## src/rtl/mips_pkg.sv

```systemverilog
// Shared MIPS pipeline definitions: opcodes, forward-select encodings and
// the per-stage shadow record used by the hazard scheduler.
package mips_pkg;

  localparam logic [5:0] OP_RTYPE = 6'b000000;
  localparam logic [5:0] OP_LW    = 6'b100011;
  localparam logic [5:0] OP_SW    = 6'b101011;
  localparam logic [5:0] OP_BEQ   = 6'b000100;

  localparam logic [1:0] FWD_RF  = 2'b00;
  localparam logic [1:0] FWD_EXM = 2'b01;
  localparam logic [1:0] FWD_MWB = 2'b10;

  typedef struct packed {
    logic       valid;
    logic [4:0] dst;
    logic       writes;
    logic       is_load;
    logic [4:0] src_a;
    logic [4:0] src_b;
  } shadow_t;

  // $0 is hard-wired, so it can never be the subject of a hazard or forward.
  function automatic logic reg_match(input logic [4:0] a, input logic [4:0] b);
    return (a != 5'd0) && (a == b);
  endfunction

endpackage

```

## src/rtl/hazard_sched_if.sv

```systemverilog
// D-stage inputs and stall/flush/forward outputs of the hazard scheduler.
interface hazard_sched_if #(
  parameter int CNT_W = 16
);
  logic [31:0]      instr_d;
  logic             valid_d;
  logic             branch_taken_d;
  logic             hold;
  logic             stall_f;
  logic             stall_d;
  logic             flush_d;
  logic             flush_e;
  logic [1:0]       fwd_a_e;
  logic [1:0]       fwd_b_e;
  logic             fwd_a_br;
  logic             fwd_b_br;
  logic [CNT_W-1:0] stall_count;

  modport master (
    output instr_d, valid_d, branch_taken_d, hold,
    input  stall_f, stall_d, flush_d, flush_e, fwd_a_e, fwd_b_e,
           fwd_a_br, fwd_b_br, stall_count
  );

  modport slave (
    input  instr_d, valid_d, branch_taken_d, hold,
    output stall_f, stall_d, flush_d, flush_e, fwd_a_e, fwd_b_e,
           fwd_a_br, fwd_b_br, stall_count
  );
endinterface

```

## src/rtl/instr_fields.sv

```systemverilog
// Combinational decode of an instruction into its register-usage record.
module instr_fields
  import mips_pkg::*;
(
  input  logic [31:0] instr,
  input  logic        valid,
  output shadow_t     fields,
  output logic        is_beq
);

  logic [5:0] op;
  logic [4:0] rs, rt, rd;
  logic       unused_low;

  assign op         = instr[31:26];
  assign rs         = instr[25:21];
  assign rt         = instr[20:16];
  assign rd         = instr[15:11];
  assign unused_low = ^instr[10:0];

  // Unused source/destination fields stay 0 so $0 suppresses every match.
  always_comb begin
    fields       = '0;
    fields.valid = valid;
    is_beq       = 1'b0;
    if (valid) begin
      case (op)
        OP_RTYPE: begin
          fields.src_a  = rs;
          fields.src_b  = rt;
          fields.dst    = rd;
          fields.writes = (rd != 5'd0);
        end
        OP_LW: begin
          fields.src_a   = rs;
          fields.dst     = rt;
          fields.writes  = (rt != 5'd0);
          fields.is_load = 1'b1;
        end
        OP_SW: begin
          fields.src_a = rs;
          fields.src_b = rt;
        end
        OP_BEQ: begin
          fields.src_a = rs;
          fields.src_b = rt;
          is_beq       = 1'b1;
        end
        default: ;
      endcase
    end
  end

endmodule

```

## src/rtl/hazard_sched.sv

```systemverilog
// Hazard scheduler for the 5-stage MIPS pipeline: shadows E/M/W register
// usage and drives stall, flush and forward selects for the datapath.
module hazard_sched
  import mips_pkg::*;
#(
  parameter int CNT_W = 16
) (
  input logic          clk,
  input logic          rst,
  hazard_sched_if.slave hs
);

  shadow_t          d_f;
  logic             beq_d;
  shadow_t          e_p0, m_p1, w_p2;
  logic [CNT_W-1:0] cnt_q;
  logic             load_use, br_stall, stall;
  logic             m_fwd;
  logic             unused_fields;

  instr_fields u_dec (
    .instr  (hs.instr_d),
    .valid  (hs.valid_d),
    .fields (d_f),
    .is_beq (beq_d)
  );

  function automatic logic [CNT_W-1:0] sat_inc(input logic [CNT_W-1:0] v);
    return (&v) ? v : v + 1'b1;
  endfunction

  function automatic logic [1:0] fwd_sel(input logic [4:0] src,
                                         input shadow_t m, input shadow_t w);
    if (m.valid && m.writes && !m.is_load && reg_match(src, m.dst)) return FWD_EXM;
    if (w.valid && w.writes && reg_match(src, w.dst)) return FWD_MWB;
    return FWD_RF;
  endfunction

  assign unused_fields = ^{m_p1.src_a, m_p1.src_b, w_p2.src_a, w_p2.src_b, w_p2.is_load};

  always_comb begin
    m_fwd    = m_p1.valid & m_p1.writes & ~m_p1.is_load;
    load_use = e_p0.valid & e_p0.is_load & e_p0.writes &
               (reg_match(d_f.src_a, e_p0.dst) | reg_match(d_f.src_b, e_p0.dst));
    // beq compares in D, so it must also wait out a load sitting in M.
    br_stall = beq_d &
               ((e_p0.valid & e_p0.writes &
                 (reg_match(d_f.src_a, e_p0.dst) | reg_match(d_f.src_b, e_p0.dst))) |
                (m_p1.valid & m_p1.is_load & m_p1.writes &
                 (reg_match(d_f.src_a, m_p1.dst) | reg_match(d_f.src_b, m_p1.dst))));
    stall    = load_use | br_stall;
  end

  always_comb begin
    hs.stall_f  = 1'b0;
    hs.stall_d  = 1'b0;
    hs.flush_d  = 1'b0;
    hs.flush_e  = 1'b0;
    hs.fwd_a_e  = FWD_RF;
    hs.fwd_b_e  = FWD_RF;
    hs.fwd_a_br = 1'b0;
    hs.fwd_b_br = 1'b0;
    if (!rst) begin
      hs.stall_f  = hs.hold | stall;
      hs.stall_d  = hs.hold | stall;
      hs.flush_e  = ~hs.hold & stall;
      hs.flush_d  = ~hs.hold & ~stall & hs.branch_taken_d;
      if (e_p0.valid) begin
        hs.fwd_a_e = fwd_sel(e_p0.src_a, m_p1, w_p2);
        hs.fwd_b_e = fwd_sel(e_p0.src_b, m_p1, w_p2);
      end
      hs.fwd_a_br = beq_d & m_fwd & reg_match(d_f.src_a, m_p1.dst);
      hs.fwd_b_br = beq_d & m_fwd & reg_match(d_f.src_b, m_p1.dst);
    end
  end

  assign hs.stall_count = rst ? '0 : cnt_q;

  // D -> E (p0) -> M (p1) -> W (p2)
  always_ff @(posedge clk) begin
    if (rst) begin
      e_p0.valid <= 1'b0;
      m_p1.valid <= 1'b0;
      w_p2.valid <= 1'b0;
      cnt_q      <= '0;
    end else if (!hs.hold) begin
      w_p2 <= m_p1;
      m_p1 <= e_p0;
      e_p0 <= stall ? '0 : d_f;
      if (stall) cnt_q <= sat_inc(cnt_q);
    end
  end

endmodule

```

## src/flat_wrapper.sv

```systemverilog
// flat-port wrapper written by rule: the top's interface ports become plain ports
module hazard_sched_flat import mips_pkg::*;
#(
  parameter int CNT_W = 16
)
  (clk, rst, hs_instr_d, hs_valid_d, hs_branch_taken_d, hs_hold, hs_stall_f, hs_stall_d, hs_flush_d, hs_flush_e, hs_fwd_a_e, hs_fwd_b_e, hs_fwd_a_br, hs_fwd_b_br, hs_stall_count);
  hazard_sched_if #(.CNT_W(CNT_W)) hs_i ();
  input logic clk;
  input logic rst;
  input wire logic [$bits(hs_i.instr_d)-1:0] hs_instr_d;
  input wire logic [$bits(hs_i.valid_d)-1:0] hs_valid_d;
  input wire logic [$bits(hs_i.branch_taken_d)-1:0] hs_branch_taken_d;
  input wire logic [$bits(hs_i.hold)-1:0] hs_hold;
  output wire logic [$bits(hs_i.stall_f)-1:0] hs_stall_f;
  output wire logic [$bits(hs_i.stall_d)-1:0] hs_stall_d;
  output wire logic [$bits(hs_i.flush_d)-1:0] hs_flush_d;
  output wire logic [$bits(hs_i.flush_e)-1:0] hs_flush_e;
  output wire logic [$bits(hs_i.fwd_a_e)-1:0] hs_fwd_a_e;
  output wire logic [$bits(hs_i.fwd_b_e)-1:0] hs_fwd_b_e;
  output wire logic [$bits(hs_i.fwd_a_br)-1:0] hs_fwd_a_br;
  output wire logic [$bits(hs_i.fwd_b_br)-1:0] hs_fwd_b_br;
  output wire logic [$bits(hs_i.stall_count)-1:0] hs_stall_count;
  assign hs_i.instr_d = hs_instr_d;
  assign hs_i.valid_d = hs_valid_d;
  assign hs_i.branch_taken_d = hs_branch_taken_d;
  assign hs_i.hold = hs_hold;
  assign hs_stall_f = hs_i.stall_f;
  assign hs_stall_d = hs_i.stall_d;
  assign hs_flush_d = hs_i.flush_d;
  assign hs_flush_e = hs_i.flush_e;
  assign hs_fwd_a_e = hs_i.fwd_a_e;
  assign hs_fwd_b_e = hs_i.fwd_b_e;
  assign hs_fwd_a_br = hs_i.fwd_a_br;
  assign hs_fwd_b_br = hs_i.fwd_b_br;
  assign hs_stall_count = hs_i.stall_count;
  hazard_sched #(.CNT_W(CNT_W)) u_core (.clk(clk), .rst(rst), .hs(hs_i));
endmodule
```

## config.mk

```make
export PLATFORM = sky130hd
export DESIGN_NAME = hazard_sched_flat
export DESIGN_NICKNAME = d
export VERILOG_FILES = /design/src/rtl/mips_pkg.sv /design/src/rtl/hazard_sched_if.sv /design/src/rtl/instr_fields.sv /design/src/rtl/hazard_sched.sv /design/src/flat_wrapper.sv
export SDC_FILE = /design/constraint.sdc
export NUM_CORES = 1
export LEC_CHECK = 0
export BUFFER_PORTS_ARGS = -buffer_cell sky130_fd_sc_hd__buf_2
export CORE_MARGIN = 2
export CORE_UTILIZATION = 43
export CTS_BUF_LIST = sky130_fd_sc_hd__clkbuf_8
export CTS_CLUSTER_SIZE = 20
export DETAILED_ROUTE_END_ITERATION = 8
export PLACE_DENSITY = 0.65
export SETUP_SLACK_MARGIN = 0.1
export SYNTH_ARGS = -nofsm -noshare
export SYNTH_HDL_FRONTEND = slang
export SYNTH_SLANG_ARGS = --single-unit
export TNS_END_PERCENT = 5
```

## constraint.sdc

```tcl
create_clock -name clk -period 3.6 [get_ports clk]
set_input_delay 0.72 -clock clk [delete_from_list [all_inputs] [get_ports clk]]
set_output_delay 0.72 -clock clk [all_outputs]
set_load 0.05 [all_outputs]
```

==> results by stage <==
Synth:
- The unique cell type count in the Yosys netlist is 45.
- Sorting the synthesized cells by area gives the leading types as edfxtp_1 31%, dfxtp_1 13%, xnor2_1 6.8%.
- The share of Yosys cell area claimed by the top area cell type is 30.5%.
- The share of synthesized cell area in full adder, half adder and majority cells is 0.424%.
- In the synthesized netlist, the cells that appear most often are 39 x nor2_1, 30 x edfxtp_1, 23 x xnor2_1.
- Counting flops with a built-in enable in the synthesized netlist gives 30.
- The cell count after synthesis is 305.
- After synthesis, the largest family of logic cells by area is simple AND/OR/NAND/NOR gates.
- The average cell area after synthesis is 9.68 um2.
- The Yosys warning count is 0.
- The post-synthesis async set-or-reset flop share is 0%.
- The leading cell type by number of instances after synthesis is nor2_1.
- The synthesized netlist net count is 343.
- The prevailing post-synth register cell is edfxtp_1.
- edfxtp_1 takes more of the synthesized area than any other cell.
- The number of synthesized register bits is 49.
- Of the total synthesized cell area, the portion taken by AND, OR, NAND and NOR gates is 26.4%.
- After synthesis the cells add up to 2950 um2.
- The compound-gate portion of the synthesized area is 11.4%.
- The share of cell area taken by muxes after synthesis is 5.64%.
- After Yosys synthesis, XOR and XNOR cells account for 11.3% of the synthesized area.
- The share of the yosys chip area belonging to registers is 43.4%.

Detailed routing:
- The routed design has 7040 um of wire.
- The wire length per cell after detailed routing is 15.7 um.
- The DRC violation count after routing is 0.
- After the first detailed-routing iteration, the DRC count stood at 183.
- The detailed-routing iteration count for the pre-antenna-repair pass is 4.
- The routed via count divided by cell count is 5.61.
- The count of vias placed by the detailed router is 2512.
- The count of nets left with antenna violations once routing finished came out at 0.

Global route:
- The number of global-route vias before repair came to 2417.
- The wire length of the first global-routing pass is 11600 um.
- The pin count of the biggest net entering global routing is 40.
- The remaining global-route overflow is 0.
- Global routing used 19.6% of the available tracks across all layers.
- The initial antenna violation count is 0.

Power and ir drop:
- The power density normalized to cell area is 322 nW/um2.
- IR analysis of the VDD net gives a maximum drop of 0.162 mV.
- The leakage power figure is 1.26 nW.

Clocking:
- The master cell of the clock root buffer is clkbuf_8.
- For this design, the CTS-stage hold fixing added 0 buffers.
- The clock tree from TritonCTS is done.
- The later-pin clock latency in the skew report is 0.31 ns.
- Clock tree synthesis found a total of 49 sinks.
- Clock-pin slew was measured on the worst setup and hold paths at 0.09 ns.
- The number of H-tree levels is 2.
- The clock passes through at most 2 buffers.
- The CTS buffer count is 5.

Final layout:
- The number of inserted diodes is 0.
- After routing the design area is 3510 um2.
- The multi-input combinational cells in the finished layout cover a total of 1660 um2.
- After the last flow step, the layout net total stands at 405.
- Relative to the synthesized area, the layout overhead comes to 19.0%.
- The final cell count without fillers is 448.
- Across the whole layout, storage elements account for 1280 um2.
- The final-layout fill cell count is 633.
- The proportion of layout cells with a drive suffix above 1 is 25.3%.

Timing:
- The number of slew-limit violations in the final report is 0.
- The top achievable clock speed is 0.294 GHz.
- The final-report hold violation count was 0.
- Setup violations remaining at the end of the flow were counted as 0.
- The clock skew after layout is 0.00828 ns.
- The clock period could shrink to 3.41 ns.
- The transition time at the pin with the least slew margin is 0.860 ns.
- The final period utilization is 94.6%.
- The worst pin sits at a relative slew slack of 42.2%.
- Setup repair after global routing left no endpoint under its margin.

Setup path:
- The slowest stage of the critical path is the or4_4 cell.
- The worst setup path is launched from an input pin.
- The critical path goes through buf_2 > or4_4 > a21o_1 > a211o_1 > a21o_4 > and2_4 > and3_1 > clkbuf_4.
- The critical path start-end classification is input pin to output port.
- The highest cell delay on the worst timing path is 0.57 ns.
- Among cell families on the critical path, the largest total delay comes from simple AND/OR/NAND/NOR gates.
- The worst path buffer plus inverter count is 2.
- The type of destination of the critical path is an output port.
- Data on the critical path is required at its endpoint by 2.88 ns.
- Of all nets on the critical path, the largest fanout is 4.
- At the worst endpoint, the arrival time is 2.69 ns.

Placed design:
- The post-placement cell count is 440.
- The global placer's final weighted congestion is 0.867.
- The HPWL reported at the end of detailed placement is 5330 um.
- During placement, the flow inserted port buffers numbering 51.
- The post-placement cell area is 3390 um2.

Die:
- The floorplan step set the die height to 86.9 um.
- The area of the placeable core is 6720 um2.
- In this run the core area contains 30 standard-cell rows.
- The floorplan step defined a die boundary enclosing 7550 um2.
- Pin placement for this block handled 63 I/O pins.
- The die extent in x is 86.9 um.
- The starting density of the core is 43.9%.

Outcome:
- The flow ran to the end, and the final reports show no timing, DRC or antenna violations.

Job:
- The tool flagged a number of max-cap violations equal to 0.

Min path:
- The classification of the worst-slack hold path is flop to flop.
-- metrics by stage --
step	setup TNS [ns]	setup slack, ns	utilization [%]	power, mW	hold slack [ns]
5_1_grt	0	0.138	52.3	1.18	0.491
4_1_cts	0	0.0700	52.0	1.14	0.475
6_report	0	0.193	52.3	1.13	0.488
3_3_place_gp	0	0.0882	50.4	0.747	0.457
3_5_place_dp	0	0.0753	50.4	0.750	0.465
2_1_floorplan	-0.0817	-0.0817	-	0.706	0.427
-- cell usage in the layout, fill, tap and decap left out, types with 5 or more instances in the layout --
cell type,count
xnor2_1,23
buf_4,12
buf_2,47
dfxtp_1,19
mux2_2,11
a21oi_1,10
and3_1,16
nor4_1,6
o21ai_0,8
nor3_1,11
nand2_1,13
nand4_1,14
a21boi_0,5
nor2_1,38
xor2_1,15
nand3_1,10
nor2b_1,16
clkbuf_8,5
a211oi_1,5
a22oi_1,5
edfxtp_1,30
-- registers in the layout (all words and copies together), names as in the netlist --
signal,cells
u_core.e_p0,18
u_core.cnt_q,16
u_core.w_p2,7
u_core.m_p1,8
-- cell families after synthesis --
group,after synthesis
adder cells (fa/ha/maj),1
XOR/XNOR,38
buffers and inverters,10
AND/OR/NAND/NOR,146
AO/OA/AOI/OAI,46
flip-flops,49
multiplexers,15
-- repair_timing --
item | in CTS | in global routing
buffers inserted | 0 | 0
setup endpoints to repair | 4 | 4
gates resized for setup | 0 | 8
-- worst paths after layout --
| path | start | end | slack [ns] | depth (start not counted) |
|---|---|---|---|---|
| setup / recovery | hs_instr_d[27] | hs_flush_d | 0.19 | 8 |
| hold / removal | u_core.m_p1[11] | u_core.w_p2[11] | 0.49 | 0 |
| setup reg to reg | u_core.m_p1[12] | u_core.cnt_q[12] | 1.16 | 6 |
| hold reg to reg | u_core.m_p1[11] | u_core.w_p2[11] | 0.49 | 0 |
-- power by group --
group / switching, mW / internal (mW) / total (mW)
sequential: 0.0175 / 0.611 / 0.629
clock: 0.189 / 0.205 / 0.393
combinational: 0.0645 / 0.0452 / 0.110
-- routing by layer --
metal	track usage, %	vias to the layer above	part of all wire (%)
met5	0	-	0
li1	-	1255	-
met3	2.84	9	4.3
met1	27.8	1198	46
met4	6.11	0	1.6
met2	31.0	50	48
-- area by class of cell --
| cell class | instances | share of cell area, % |
|---|---|---|
| multi-input combinational | 246 | 47.3 |
| timing repair buffer | 62 | 9.90 |
| clock buffer | 5 | 1.96 |
| clock inverter | 3 | 1.18 |
| inverter | 3 | 0.321 |
| tap | 80 | 2.85 |
| sequential | 49 | 36.5 |
No activity file was read; power rests on OpenSTA's default activity.
